[config.mk]
export PLATFORM = sky130hd
export DESIGN_NAME = mac_dot_sequencer
export DESIGN_NICKNAME = d
export VERILOG_FILES = /design/src/rtl/mac_dot_sequencer.sv
export SDC_FILE = /design/constraint.sdc
export NUM_CORES = 1
export LEC_CHECK = 0
export ABC_AREA = 1
export BUFFER_PORTS_ARGS = -buffer_cell sky130_fd_sc_hd__buf_2
export CAP_MARGIN = 20
export CORE_MARGIN = 4
export CORE_UTILIZATION = 54
export CTS_CLUSTER_DIAMETER = 200
export DETAILED_ROUTE_END_ITERATION = 7
export GPL_TIMING_DRIVEN = 0
export PLACE_DENSITY = 0.93
export SLEW_MARGIN = 40
export SYNTH_ARGS = -nofsm -noshare
export SYNTH_HDL_FRONTEND = slang
export SYNTH_SLANG_ARGS = --single-unit
[constraint.sdc]
create_clock -name clk -period 4.75 [get_ports clk]
set_input_delay 0.95 -clock clk [delete_from_list [all_inputs] [get_ports clk]]
set_output_delay 0.95 -clock clk [all_outputs]
set_load 0.02 [all_outputs]
[src/rtl/mac_dot_sequencer.sv]
// Drives one signed-8 x unsigned-8 MAC lane through one dot-product job per command:
// clear, stream operand pairs, drain the multiply pipeline, then return the accumulator value.
module mac_dot_sequencer #(
    parameter int LEN_W   = 16,
    parameter int MUL_LAT = 0
) (
    input  logic             clk,
    input  logic             rst,
    input  logic             cmd_valid,
    output logic             cmd_ready,
    input  logic [LEN_W-1:0] cmd_len,
    input  logic             op_valid,
    output logic             op_ready,
    input  logic [7:0]       op_a,
    input  logic [7:0]       op_b,
    output logic             mac_clr,
    output logic [7:0]       mac_a,
    output logic [7:0]       mac_b,
    input  logic [31:0]      mac_acc,
    output logic             res_valid,
    input  logic             res_ready,
    output logic [31:0]      res_data,
    output logic             busy
);

    // Operand register, MUL_LAT product stages and accumulator register all lie between
    // the last handshake and a settled mac_acc.
    localparam int DRAIN_CYC = MUL_LAT + 2;
    localparam int DRN_W     = $clog2(DRAIN_CYC + 1);

    typedef enum logic [2:0] {
        S_IDLE   = 3'd0,
        S_CLEAR  = 3'd1,
        S_STREAM = 3'd2,
        S_DRAIN  = 3'd3,
        S_DONE   = 3'd4
    } state_t;

    state_t             state_q, state_d;
    logic [LEN_W-1:0]   len_q, len_d;
    logic [LEN_W-1:0]   beat_q, beat_d;
    logic [DRN_W-1:0]   drain_q, drain_d;
    logic [7:0]         mac_a_q, mac_a_d;
    logic [7:0]         mac_b_q, mac_b_d;
    logic [31:0]        res_data_q, res_data_d;

    // State and datapath registers with synchronous reset.
    always_ff @(posedge clk) begin
        if (rst) begin
            state_q    <= S_IDLE;
            len_q      <= {LEN_W{1'b0}};
            beat_q     <= {LEN_W{1'b0}};
            drain_q    <= {DRN_W{1'b0}};
            mac_a_q    <= 8'd0;
            mac_b_q    <= 8'd0;
            res_data_q <= 32'd0;
        end else begin
            state_q    <= state_d;
            len_q      <= len_d;
            beat_q     <= beat_d;
            drain_q    <= drain_d;
            mac_a_q    <= mac_a_d;
            mac_b_q    <= mac_b_d;
            res_data_q <= res_data_d;
        end
    end

    // Next-state and datapath update; operands default to zero so the free-running
    // accumulator only ever sees real beats.
    always_comb begin
        state_d    = state_q;
        len_d      = len_q;
        beat_d     = beat_q;
        drain_d    = drain_q;
        mac_a_d    = 8'd0;
        mac_b_d    = 8'd0;
        res_data_d = res_data_q;
        case (state_q)
            S_IDLE: begin
                if (cmd_valid) begin
                    len_d   = cmd_len;
                    state_d = S_CLEAR;
                end else begin
                    state_d = S_IDLE;
                end
            end
            S_CLEAR: begin
                beat_d  = {LEN_W{1'b0}};
                drain_d = {DRN_W{1'b0}};
                if (len_q == {LEN_W{1'b0}}) begin
                    state_d = S_DRAIN;
                end else begin
                    state_d = S_STREAM;
                end
            end
            S_STREAM: begin
                if (op_valid) begin
                    mac_a_d = op_a;
                    mac_b_d = op_b;
                    beat_d  = beat_q + {{(LEN_W-1){1'b0}}, 1'b1};
                    if (beat_q == len_q - {{(LEN_W-1){1'b0}}, 1'b1}) begin
                        state_d = S_DRAIN;
                    end else begin
                        state_d = S_STREAM;
                    end
                end else begin
                    state_d = S_STREAM;
                end
            end
            S_DRAIN: begin
                if (drain_q == DRN_W'(DRAIN_CYC - 1)) begin
                    res_data_d = mac_acc;
                    drain_d    = {DRN_W{1'b0}};
                    state_d    = S_DONE;
                end else begin
                    drain_d = drain_q + {{(DRN_W-1){1'b0}}, 1'b1};
                    state_d = S_DRAIN;
                end
            end
            S_DONE: begin
                if (res_ready) begin
                    state_d = S_IDLE;
                end else begin
                    state_d = S_DONE;
                end
            end
            default: begin
                state_d = S_IDLE;
            end
        endcase
    end

    // Handshake strobes are forced inactive in the reset cycle itself, before the state register clears.
    assign cmd_ready = !rst && (state_q == S_IDLE);
    assign op_ready  = !rst && (state_q == S_STREAM);
    assign res_valid = !rst && (state_q == S_DONE);
    assign busy      = !rst && (state_q != S_IDLE);
    assign mac_clr   = rst || (state_q == S_CLEAR);
    assign mac_a     = mac_a_q;
    assign mac_b     = mac_b_q;
    assign res_data  = res_data_q;

endmodule

=== Yosys cells after proc, flatten, opt, wreduce, memory -nomap -nowiden ===
Cells that the tools add are included.

* Add/sub/neg operators: 3
* Equal/unequal tests: 7
* Muxes and demuxes: 11
* Bitwise logic cells: 2
* Reductions and logical operators: 15

{| class="wikitable"
|+ Operators by type and width
! cell !! number
|-
| $pmux W16 S2 || 1
|-
| $add A16 B1 Y16 const B || 1
|-
| $eq A16 B16 Y1 || 1
|-
| $logic_not A16 Y1 || 1
|-
| $mux W16 || 1
|-
| $sub A16 B1 Y16 const B || 1
|-
| $pmux W3 S5 || 1
|-
| $mux W3 || 3
|-
| $eq A3 B2 Y1 const B || 2
|-
| $reduce_and A2 Y1 || 3
|-
| $logic_and A1 B1 Y1 || 4
|-
| $pmux W2 S2 || 1
|-
| $reduce_bool A2 Y1 || 2
|-
| $eq A3 B1 Y1 const B || 1
|-
| $eq A3 B3 Y1 const B || 1
|-
| $logic_not A3 Y1 || 1
|-
| $mux W1 || 3
|-
| $reduce_bool A3 Y1 || 1
|-
| $reduce_or A3 Y1 || 1
|-
| $add A2 B1 Y2 const B || 1
|-
| $eq A2 B1 Y1 const B || 1
|-
| $mux W2 || 1
|-
| $ne A2 B2 Y1 const B || 1
|-
| $not A1 Y1 || 2
|-
| other kinds (2) || 2
|}

* Register bits: 85
* Output and inout port bits: 53

=== Longest topological paths before layout ===
Gate-level depths: netlist of run 1.

* Depth in word-level cells: 5
* Depth in mapped cells: 12

=== Least setup slack after synthesis of run 1 ===
OpenSTA, ideal clock, no wires.

* Path kind: input to output
* Start: in rst
* End: out busy
* Arrival time: 1.442 ns
* Required time: 3.800 ns
* Path slack: 2.358 ns
* Stages on the path: 2
* Cells stage by stage: clkbuf_1 -> nor2_1

* Cells in the longest elaborated chain, start to end: 2

{| class="wikitable"
|+ RTL lines
! what !! line !! RTL
|-
| start, declared || 8 || <nowiki>input logic rst,</nowiki>
|-
| $logic_not A1 Y1 || 137 || <nowiki>assign busy = !rst && (state_q != S_IDLE);</nowiki>
|-
| $logic_and A1 B1 Y1 || 137 ||
|-
| end, declared || 23 || <nowiki>output logic busy</nowiki>
|}

Every way passes these cells.

=== Worst setup path in the final report of run 1 ===
* Start: in rst
* End: out cmd_ready

* Cells in the longest elaborated chain, start to end: 2

{| class="wikitable"
|+ RTL lines
! what !! line !! RTL
|-
| $logic_not A1 Y1 || 134 || <nowiki>assign cmd_ready = !rst && (state_q == S_IDLE);</nowiki>
|-
| $logic_and A1 B1 Y1 || 134 ||
|-
| end, declared || 10 || <nowiki>output logic cmd_ready,</nowiki>
|}

Every way passes these cells.

==> results.ini, run 1 <==
[yosys]
synth_fp_nets = 602
yosys-top-cells-area = dfxtp_1 (45%), nor2_1 (12%), nand2_1 (7.8%)
ys.flop_type = dfxtp_1
ys_seq_area_share_pct = 45.45
ys_warn_count = 0
syn_area_um2 = 3744
netlist_top_cells_count = nor2_1 (119), dfxtp_1 (85), nand2_1 (78)
synth-edff-count = 0
synth-async-reset-ratio_pct = 0
synthesis.instances = 531
yosysTopAreaCellShare_pct = 45.45
yosys_register_bits = 85
yosys.area.top_type = dfxtp_1
synth_most_common_cell = nor2_1
synth.avg_cell_area_um2 = 7.050
ys_types = 33

[hold_path]
holdPathEnd = drain_q[1]
holdCritPathClass = register to register
worstHoldStart = drain_q[1]
hold_depth = 2

[floorplanning]
die_width_um = 91.26
core_um2 = 6756
start_util_pct = 55.41
rows = 30
io-pin-count = 122
die_y_um = 91.26
die_area_um2 = 8328

[critical_path]
max_stage_delay_ns = 0.37
worst-path-buf-inv = 3
crit_type = input port to output port
rrSetupSlack_ns = 2.88
crit_family = buffers and inverters
start_kind = input port
crit_top_cell = buf_2
cp_max_fo = 10
critPathArrivalTime_ns = 1.75
cp_slowest_cell = clkbuf_1
rr_startpoint = state_q[0]
rr_worst_depth = 11
cp-end-kind = output port
reg2reg_to = beat_q[11]
path_cells = buf_2 -> clkbuf_1 -> nor2_1 -> buf_2
cp.required_ns = 3.80

[final_layout]
syn_to_final_growth_pct = 24.50
nets = 734
fin_util_pct = 68.98
antennaDiodeCount = 0
drive_gt1_share_pct = 23.54

[clock_tree]
tritoncts = yes
clock-root-buffer = clkbuf_8
ctsHoldBuffers = 0
numCtsBuffers = 9
cts_htree_levels = 3
cts_setup_buffers = 0
clkTransAtPathRegs_ns = 0.08
clkSinkCount = 85
clock_latency_ns = 0.35
ctsResizeCount = 0
clockBufferDepth = 2

[pwr]
p_clk_share_pct = 35.7
pwr-share-comb_pct = 16.4
ir_worst_vdd_v = 0.0002107
cellLeakagePower_nw = 2.287
p_int_mw = 1.121
powerDensity_nw_per_um2 = 337.8
switching_share_pct = 28.80
power_frac_seq_pct = 48.0
p_switching_mw = 0.4534

[grt]
antenna_found_initial = 0
grtUsageTotal_pct = 24.96
grt.overflow.total = 0
grt_start_max_net_pins = 15
grt_pass1_vias = 3831
grt_pass1_wl_mm = 16.96

[routing]
ant_nets = 0
avgRoutedWirePerCell_um = 13.52
totalWireLength_mm = 10.10
dr.pass1.iters = 6
drt_iter0_markers = 230
route.vias.total = 3834
vias_per_cell = 5.133
drc = 0

[placed_design]
hpwl_mm = 7.884
gp_congestion = 0.9341
io_buffers = 121

[timing]
slew_viol_final = 0
rsz0062_at_grt = false
worst_slew_pin_slew_ns = 0.6436
fin_setup_tns_ns = 0
hold_viol = 0
clock_skew_ns = 0.008435
setup_viol = 0
finalCritPeriodShare_pct = 56.86
fin_crit_ns = 2.701
relSlewSlack_pct = 57.09
clock.fmax_mhz = 370.3

[run_status]
status = finished, final reports clean

[run]
maxCapViolCount = 0

-- per-layer routing --
layer / GRT usage (%) / share of wire (%) / up-vias
met3: 8.285 / 9.7 / 26
met2: 43.47 / 50 / 141
met4: 10.43 / 2.3 / 0
met1: 27.78 / 38 / 1721
li1: - / - / 1946
met5: 0 / 0 / -
-- flip-flops by register name, indices dropped and copies added (netlist names) --
register  flops
mac_a         8
beat_q       16
mac_b         8
res_data     32
state_q       3
drain_q       2
len_q        16
-- worst max-delay path by stage --
stage,cells past startpoint,slack [ns],to,from
2_1_floorplan,2,2.36,busy,rst
3_3_place_gp,4,2.05,cmd_ready,rst
3_5_place_dp,4,2.04,busy,rst
4_1_cts,4,2.04,cmd_ready,rst
5_1_grt,4,1.95,res_valid,rst
6_report,4,2.05,cmd_ready,rst
-- cells in the final DEF (no fill, tap or decap), types with 2 or more instances in the layout --
master and n:
xor2_1 9, ha_1 2, a211oi_1 2, nand3b_1 2, clkbuf_1 13, nor3_2 2
clkbuf_8 9, nand3_1 19, dfxtp_1 85, clkinv_2 2, nor2_1 119, bufinv_16 2
a21oi_1 34, inv_2 3, xnor2_1 3, inv_1 66, nand4_1 11, nand2_1 78
o21ai_0 53, nor3_1 9, nor2_2 4, buf_2 124
-- tightest hold or removal path, cell delays in order, from the launching register on --
cell	delay (ns)
dfxtp_1	0.32
inv_1	0.05
nor2_1	0.04
-- cells by family (layout without fill, tap and decap cells) --
kind of cell | count (synthesis) | after routing | share of synthesized area (%)
buf+inv | 86 | 222 | 8.723
flops | 85 | 85 | 45.45
simple gates | 251 | 251 | 28.94
xor+xnor | 12 | 12 | 2.808
compound gates | 95 | 95 | 13.40
fa+ha+maj | 2 | 2 | 0.6683
-- power by group through the flow --
stage | Sequential (mW) | Combinational, mW | Clock, mW
floorplan | 0.772 | 0.171 | 0
global placement | 0.770 | 0.244 | 0
detailed placement | 0.772 | 0.255 | 0
CTS | 0.755 | 0.257 | 0.566
global route | 0.759 | 0.293 | 0.601
finish | 0.755 | 0.258 | 0.562
-- layout make-up --
type / count / area [um2]
plain buffers: 16 / 63.81
clock buffers: 9 / 123.9
clock inverters: 6 / 87.58
fillers: 551 / 2096
inverters: 70 / 262.8
multi-input cells: 360 / 1715
flip-flops and latches: 85 / 1702
well taps: 80 / 100.1
repair buffers: 121 / 605.6
-- per-stage QoR --
step                instance area [um2]  setup WS (ns)  hold WS (ns)  total power [mW]  cells
global placement                   4449          2.048        0.4151             1.014    732
global route                       4661          1.950        0.4799             1.653    747
CTS                                4661          2.039        0.4397             1.577    747
floorplan                          3744          2.358        0.4087            0.9427    531
finish                             4661          2.049        0.4369             1.574    747
detailed placement                 4449          2.036        0.4282             1.027    732
No activity file was read; power rests on OpenSTA's default activity.
==> run 2: changes to the inputs <==
- CORE_UTILIZATION: 54 -> 46
- PLACE_DENSITY: 0.93 -> 0.85
- clock period: 4.75 -> 2.2 ns (I/O delays scaled with it)
==> run 2 against run 1 <==
Effect of this change:
- routed wire length fell by 3.9%
- worst setup slack worse by 1.8 ns
- critical path depth is the same
- flip-flop and latch count is the same
- clock power up 110%
- sequential power rose by 120%
- register-to-register slack worse by 2.5 ns
- worst hold slack got worse by 0.15 ns
- die area increased by 16%
- final area is 0.64% higher
==> results.ini, run 2 (same netlist as run 1, synthesis figures left out) <==
[run_status]
status = finished, final reports clean

[clock_tree]
ctsHoldBuffers = 0  ; unchanged
ctsResizeCount = 0  ; unchanged
numCtsBuffers = 9  ; unchanged
clkSinkCount = 85  ; unchanged
clkTransAtPathRegs_ns = 0.09  ; about the same
cts_setup_buffers = 0  ; unchanged
clockBufferDepth = 2  ; unchanged
clock_latency_ns = 0.36  ; about the same
cts_htree_levels = 3  ; unchanged
tritoncts = yes
clock-root-buffer = clkbuf_8

[critical_path]
cp_max_fo = 6  ; -4
rr_startpoint = len_q[0]
cp-end-kind = output port
reg2reg_to = state_q[0]
start_kind = register
startpoint = state_q[1]
cp.required_ns = 1.76  ; -2.04 ns
crit_type = register to output port
rrSetupSlack_ns = 0.35  ; -2.53 ns
critPathArrivalTime_ns = 1.54  ; -0.21 ns
rr_worst_depth = 10  ; -1

[hold_path]
hold_depth = 3  ; +1
holdCritPathClass = input port to register
worstHoldStart = op_b[1]
holdPathEnd = mac_b[1]

[grt]
grt_start_max_net_pins = 17  ; +2
grtUsageTotal_pct = 20.65  ; -4.3 points
grt_pass1_vias = 3804  ; -0.70%
grt.overflow.total = 0  ; unchanged
antenna_found_initial = 0  ; unchanged
grt_pass1_wl_mm = 16.66  ; -1.8%

[routing]
drt_iter0_markers = 194  ; -16%
totalWireLength_mm = 9.699  ; -3.9%
ant_nets = 0  ; unchanged
drc = 0  ; unchanged
avgRoutedWirePerCell_um = 12.60  ; -6.8%
route.vias.total = 3774  ; -1.6%
dr.pass1.iters = 5  ; -1
vias_per_cell = 4.901  ; -4.5%

[timing]
rsz0062_at_grt = false
fin_crit_ns = 1.978
slew_viol_final = 0  ; unchanged
fin_setup_tns_ns = 0  ; unchanged
setup_viol = 0  ; unchanged
relSlewSlack_pct = 64.08  ; +7.0 points
holdWs_ns = 0.2907  ; -0.1462 ns
finalCritPeriodShare_pct = 89.90
clock_skew_ns = 0.01452  ; +0.006087 ns
hold_viol = 0  ; unchanged
clock.fmax_mhz = 505.6
worst_slew_pin_slew_ns = 0.5388  ; -0.1048 ns

[floorplanning]
die_y_um = 98.21  ; +7.6%
start_util_pct = 47.95  ; -7.5 points
die_area_um2 = 9645  ; +16%
rows = 32  ; +6.7%
die_width_um = 98.21  ; +7.6%
core_um2 = 7807  ; +16%
io-pin-count = 122  ; unchanged

[pwr]
ir_worst_vdd_v = 0.0004711  ; +120%
powerDensity_nw_per_um2 = 718.5  ; +110%
finalPower_mw = 3.370  ; +110%
cellLeakagePower_nw = 2.287  ; about the same

[final_layout]
final_cell_mix = buf_2 (124), nor2_1 (119), dfxtp_1 (85)
drive_gt1_share_pct = 23.65  ; +0.11 points
final_cell_area_um2 = 4691  ; +0.64%
syn_to_final_growth_pct = 25.30
antennaDiodeCount = 0  ; unchanged
final_common_cell = buf_2
largest_reg_flops = 32  ; unchanged
nets = 734  ; unchanged

[placed_design]
placedInstanceArea_um2 = 4477  ; +0.62%
io_buffers = 121  ; unchanged
hpwl_mm = 7.662  ; -2.8%
gp_congestion = 0.8768  ; -6.1%

[run]
maxCapViolCount = 0  ; unchanged

[run 2: cell count changes in the layout (fill, tap and decap cells not counted)]
| cell | delta |
|---|---|
| inv_8 | +1 |
| inv_6 | +2 |
| bufinv_16 | -1 |
| clkbuf_8 | +1 |
| clkinv_2 | -2 |
[run 2: report_power, final]
part,leakage [nW],internal (mW),switching (mW)
logic,1.49,0.196,0.355
registers,0.689,1.59,0.0408
clock network,0.110,0.578,0.611
total,2.29,2.36,1.01
[run 2: worst max-delay path by stage]
stage / to / cells past startpoint
after floorplan: beat_q[14] / 11
after global placement: mac_a[5] / 6
after detailed placement: mac_a[2] / 6
after CTS: mac_clr / 5
after global routing: mac_clr / 5
final: mac_clr / 4
[run 2: critical path, cell delays in order, from the launching register on]
cell and delay [ns]:
dfxtp_1 0.42, inv_1 0.09, nand2_1 0.22, nand2_1 0.23, buf_2 0.22
[run 2: per-layer routing]
layer  share of wire [%]  track usage (%)  vias up
met5                   0                0        -
met4                 1.3            6.513        0
met3                 8.8            6.857       14
met2                  49            36.86      117
met1                  41            23.24     1694
li1                    -                -     1949
[run 2: final cells by class]
type,count,area (um2)
clock buffer,10,137.6
tap,102,127.6
clock inverter,6,76.32
inverter,70,262.8
fill,685,3117
sequential,85,1702
buffer,16,63.81
multi-input combinational,360,1715
timing repair buffer,121,605.6
[run 2: metrics by stage]
stage | util, % | setup slack (ns) | instances
2_1_floorplan | - | 0.6320 | 531
3_3_place_gp | 57.34 | 0.3530 | 754
3_5_place_dp | 57.34 | 0.2657 | 754
4_1_cts | 60.08 | 0.2287 | 770
5_1_grt | 60.08 | 0.1662 | 770
6_report | 60.08 | 0.2222 | 770
==> run 3: changes to the inputs <==
- RECOVER_POWER: not set -> 25
==> run 3 against run 2 <==
Effect of this change:
- sequential share of layout area is 0.34 points higher
- clock power hardly changed
- final cell count stayed put
- worst hold slack hardly changed
- utilization is 0.56 points lower
==> results.ini, run 3 (same netlist as run 1, synthesis figures left out) <==
[grt]
grt_pass1_wl_mm = 16.66  ; unchanged
grt_start_max_net_pins = 17  ; unchanged
antenna_found_initial = 0  ; unchanged
grt.overflow.total = 0  ; unchanged
grtUsageTotal_pct = 20.65  ; unchanged
grt_pass1_vias = 3804  ; unchanged

[routing]
ant_nets = 0  ; unchanged
drt_iter0_markers = 173  ; -11%
avgRoutedWirePerCell_um = 12.57  ; -0.22%
dr.pass1.iters = 5  ; unchanged
totalWireLength_mm = 9.678  ; -0.22%
vias_per_cell = 4.917  ; +0.32%
route.vias.total = 3786  ; +0.32%
drc = 0  ; unchanged

[critical_path]
cp.required_ns = 1.76  ; about the same
cp-end-kind = output port
rr_worst_depth = 10  ; unchanged
rrSetupSlack_ns = 0.34  ; about the same
startpoint = state_q[0]
rr_startpoint = len_q[0]
crit_type = register to output port
cp-endpoint = mac_clr
start_kind = register
cp_max_fo = 6  ; unchanged
critPathArrivalTime_ns = 1.58  ; +0.04 ns
reg2reg_to = state_q[0]

[final_layout]
antennaDiodeCount = 0  ; unchanged
final_cells = 770  ; unchanged
multi_input_area_um2 = 1713  ; -0.15%
drive_gt1_share_pct = 18.56  ; -5.1 points
syn_to_final_growth_pct = 24.13
seqCellArea_um2 = 1702  ; unchanged
largest_reg_flops = 32  ; unchanged
final_cell_mix = nor2_1 (120), buf_2 (91), dfxtp_1 (85)
num-fill-cells = 703  ; +2.6%
fin_util_pct = 59.52  ; -0.56 points
final_cell_area_um2 = 4647  ; -0.93%
final_common_cell = nor2_1
nets = 734  ; unchanged

[timing]
rsz0062_at_grt = false
fin_setup_tns_ns = 0  ; unchanged
hold_viol = 0  ; unchanged
finalCritPeriodShare_pct = 91.68  ; +1.8 points
holdWs_ns = 0.2911  ; +0.0004140 ns
clock_skew_ns = 0.01486  ; +0.0003348 ns
worst_slew_pin_slew_ns = 0.5402  ; +0.001379 ns
relSlewSlack_pct = 63.98  ; -0.092 points
slew_viol_final = 0  ; unchanged
fin_crit_ns = 2.017  ; +0.03908 ns
clock.fmax_mhz = 495.8  ; -1.9%
setup_viol = 0  ; unchanged
worst_slack_ns = 0.1831  ; -0.03908 ns

[clock_tree]
cts_htree_levels = 3  ; unchanged
clkSinkCount = 85  ; unchanged
tritoncts = yes
ctsHoldBuffers = 0  ; unchanged
clkTransAtPathRegs_ns = 0.09  ; about the same
ctsResizeCount = 0  ; unchanged
clock_latency_ns = 0.36  ; about the same
numCtsBuffers = 9  ; unchanged
cts_setup_buffers = 0  ; unchanged
clockBufferDepth = 2  ; unchanged
clock-root-buffer = clkbuf_8

[hold_path]
hold_depth = 3  ; unchanged
holdCritPathClass = input port to register

[placed_design]
pre_cts_ws_ns = 0.2657  ; unchanged
hpwl_mm = 7.662  ; unchanged
placedInstanceArea_um2 = 4477  ; unchanged
dp_cells = 754  ; unchanged
io_buffers = 121  ; unchanged
gp_congestion = 0.8768  ; unchanged

[pwr]
powerDensity_nw_per_um2 = 723.9  ; +0.75%
finalPower_mw = 3.364  ; -0.19%
ir_worst_vdd_v = 0.0004690  ; -0.44%
cellLeakagePower_nw = 2.143  ; -6.3%

[floorplanning]
io-pin-count = 122  ; unchanged
die_area_um2 = 9645  ; unchanged
start_util_pct = 47.95  ; unchanged
die_width_um = 98.21  ; unchanged
core_um2 = 7807  ; unchanged
die_y_um = 98.21  ; unchanged
rows = 32  ; unchanged

[run]
maxCapViolCount = 0  ; unchanged

[run_status]
status = finished, final reports clean

[run 3: layout make-up]
class	count	share of cell area, %
Clock inverter	6	1.642
Multi-Input combinational cell	360	36.86
Tap cell	102	2.746
Clock buffer	10	2.962
Buffer	16	1.373
Inverter	70	5.654
Timing Repair Buffer	121	12.14
Sequential cell	85	36.62
[run 3: routing by layer]
| layer | global-route usage [%] | share of wire, % | vias up |
|---|---|---|---|
| met5 | 0 | 0 | - |
| met4 | 6.513 | 1.4 | 0 |
| met3 | 6.857 | 8.9 | 16 |
| met2 | 36.86 | 49 | 132 |
| met1 | 23.24 | 41 | 1690 |
| li1 | - | - | 1948 |
[run 3: power breakdown]
part / leakage, nW / internal (mW) / total [mW] / switching (mW)
sequential: 0.689 / 1.59 / 1.63 / 0.0410
combinational: 1.34 / 0.194 / 0.549 / 0.355
clock: 0.110 / 0.578 / 1.19 / 0.608
total: 2.14 / 2.36 / 3.36 / 1.00
[run 3: how the worst min path moves through the flow]
| stage | start | to | slack (ns) |
|---|---|---|---|
| 6_report | op_b[1] | mac_b[1] | 0.29 |
| 5_1_grt | op_b[2] | mac_b[2] | 0.28 |
| 4_1_cts | op_b[2] | mac_b[2] | 0.28 |
| 3_5_place_dp | drain_q[1] | drain_q[1] | 0.44 |
| 3_3_place_gp | drain_q[1] | drain_q[1] | 0.42 |
| 2_1_floorplan | drain_q[1] | drain_q[1] | 0.41 |
[run 3: critical path: stages (launching register included)]
cell     delay (ns)
dfxtp_1        0.36
inv_2          0.06
nor2_1         0.13
nand2_1        0.19
nand2_1        0.26
buf_2          0.22
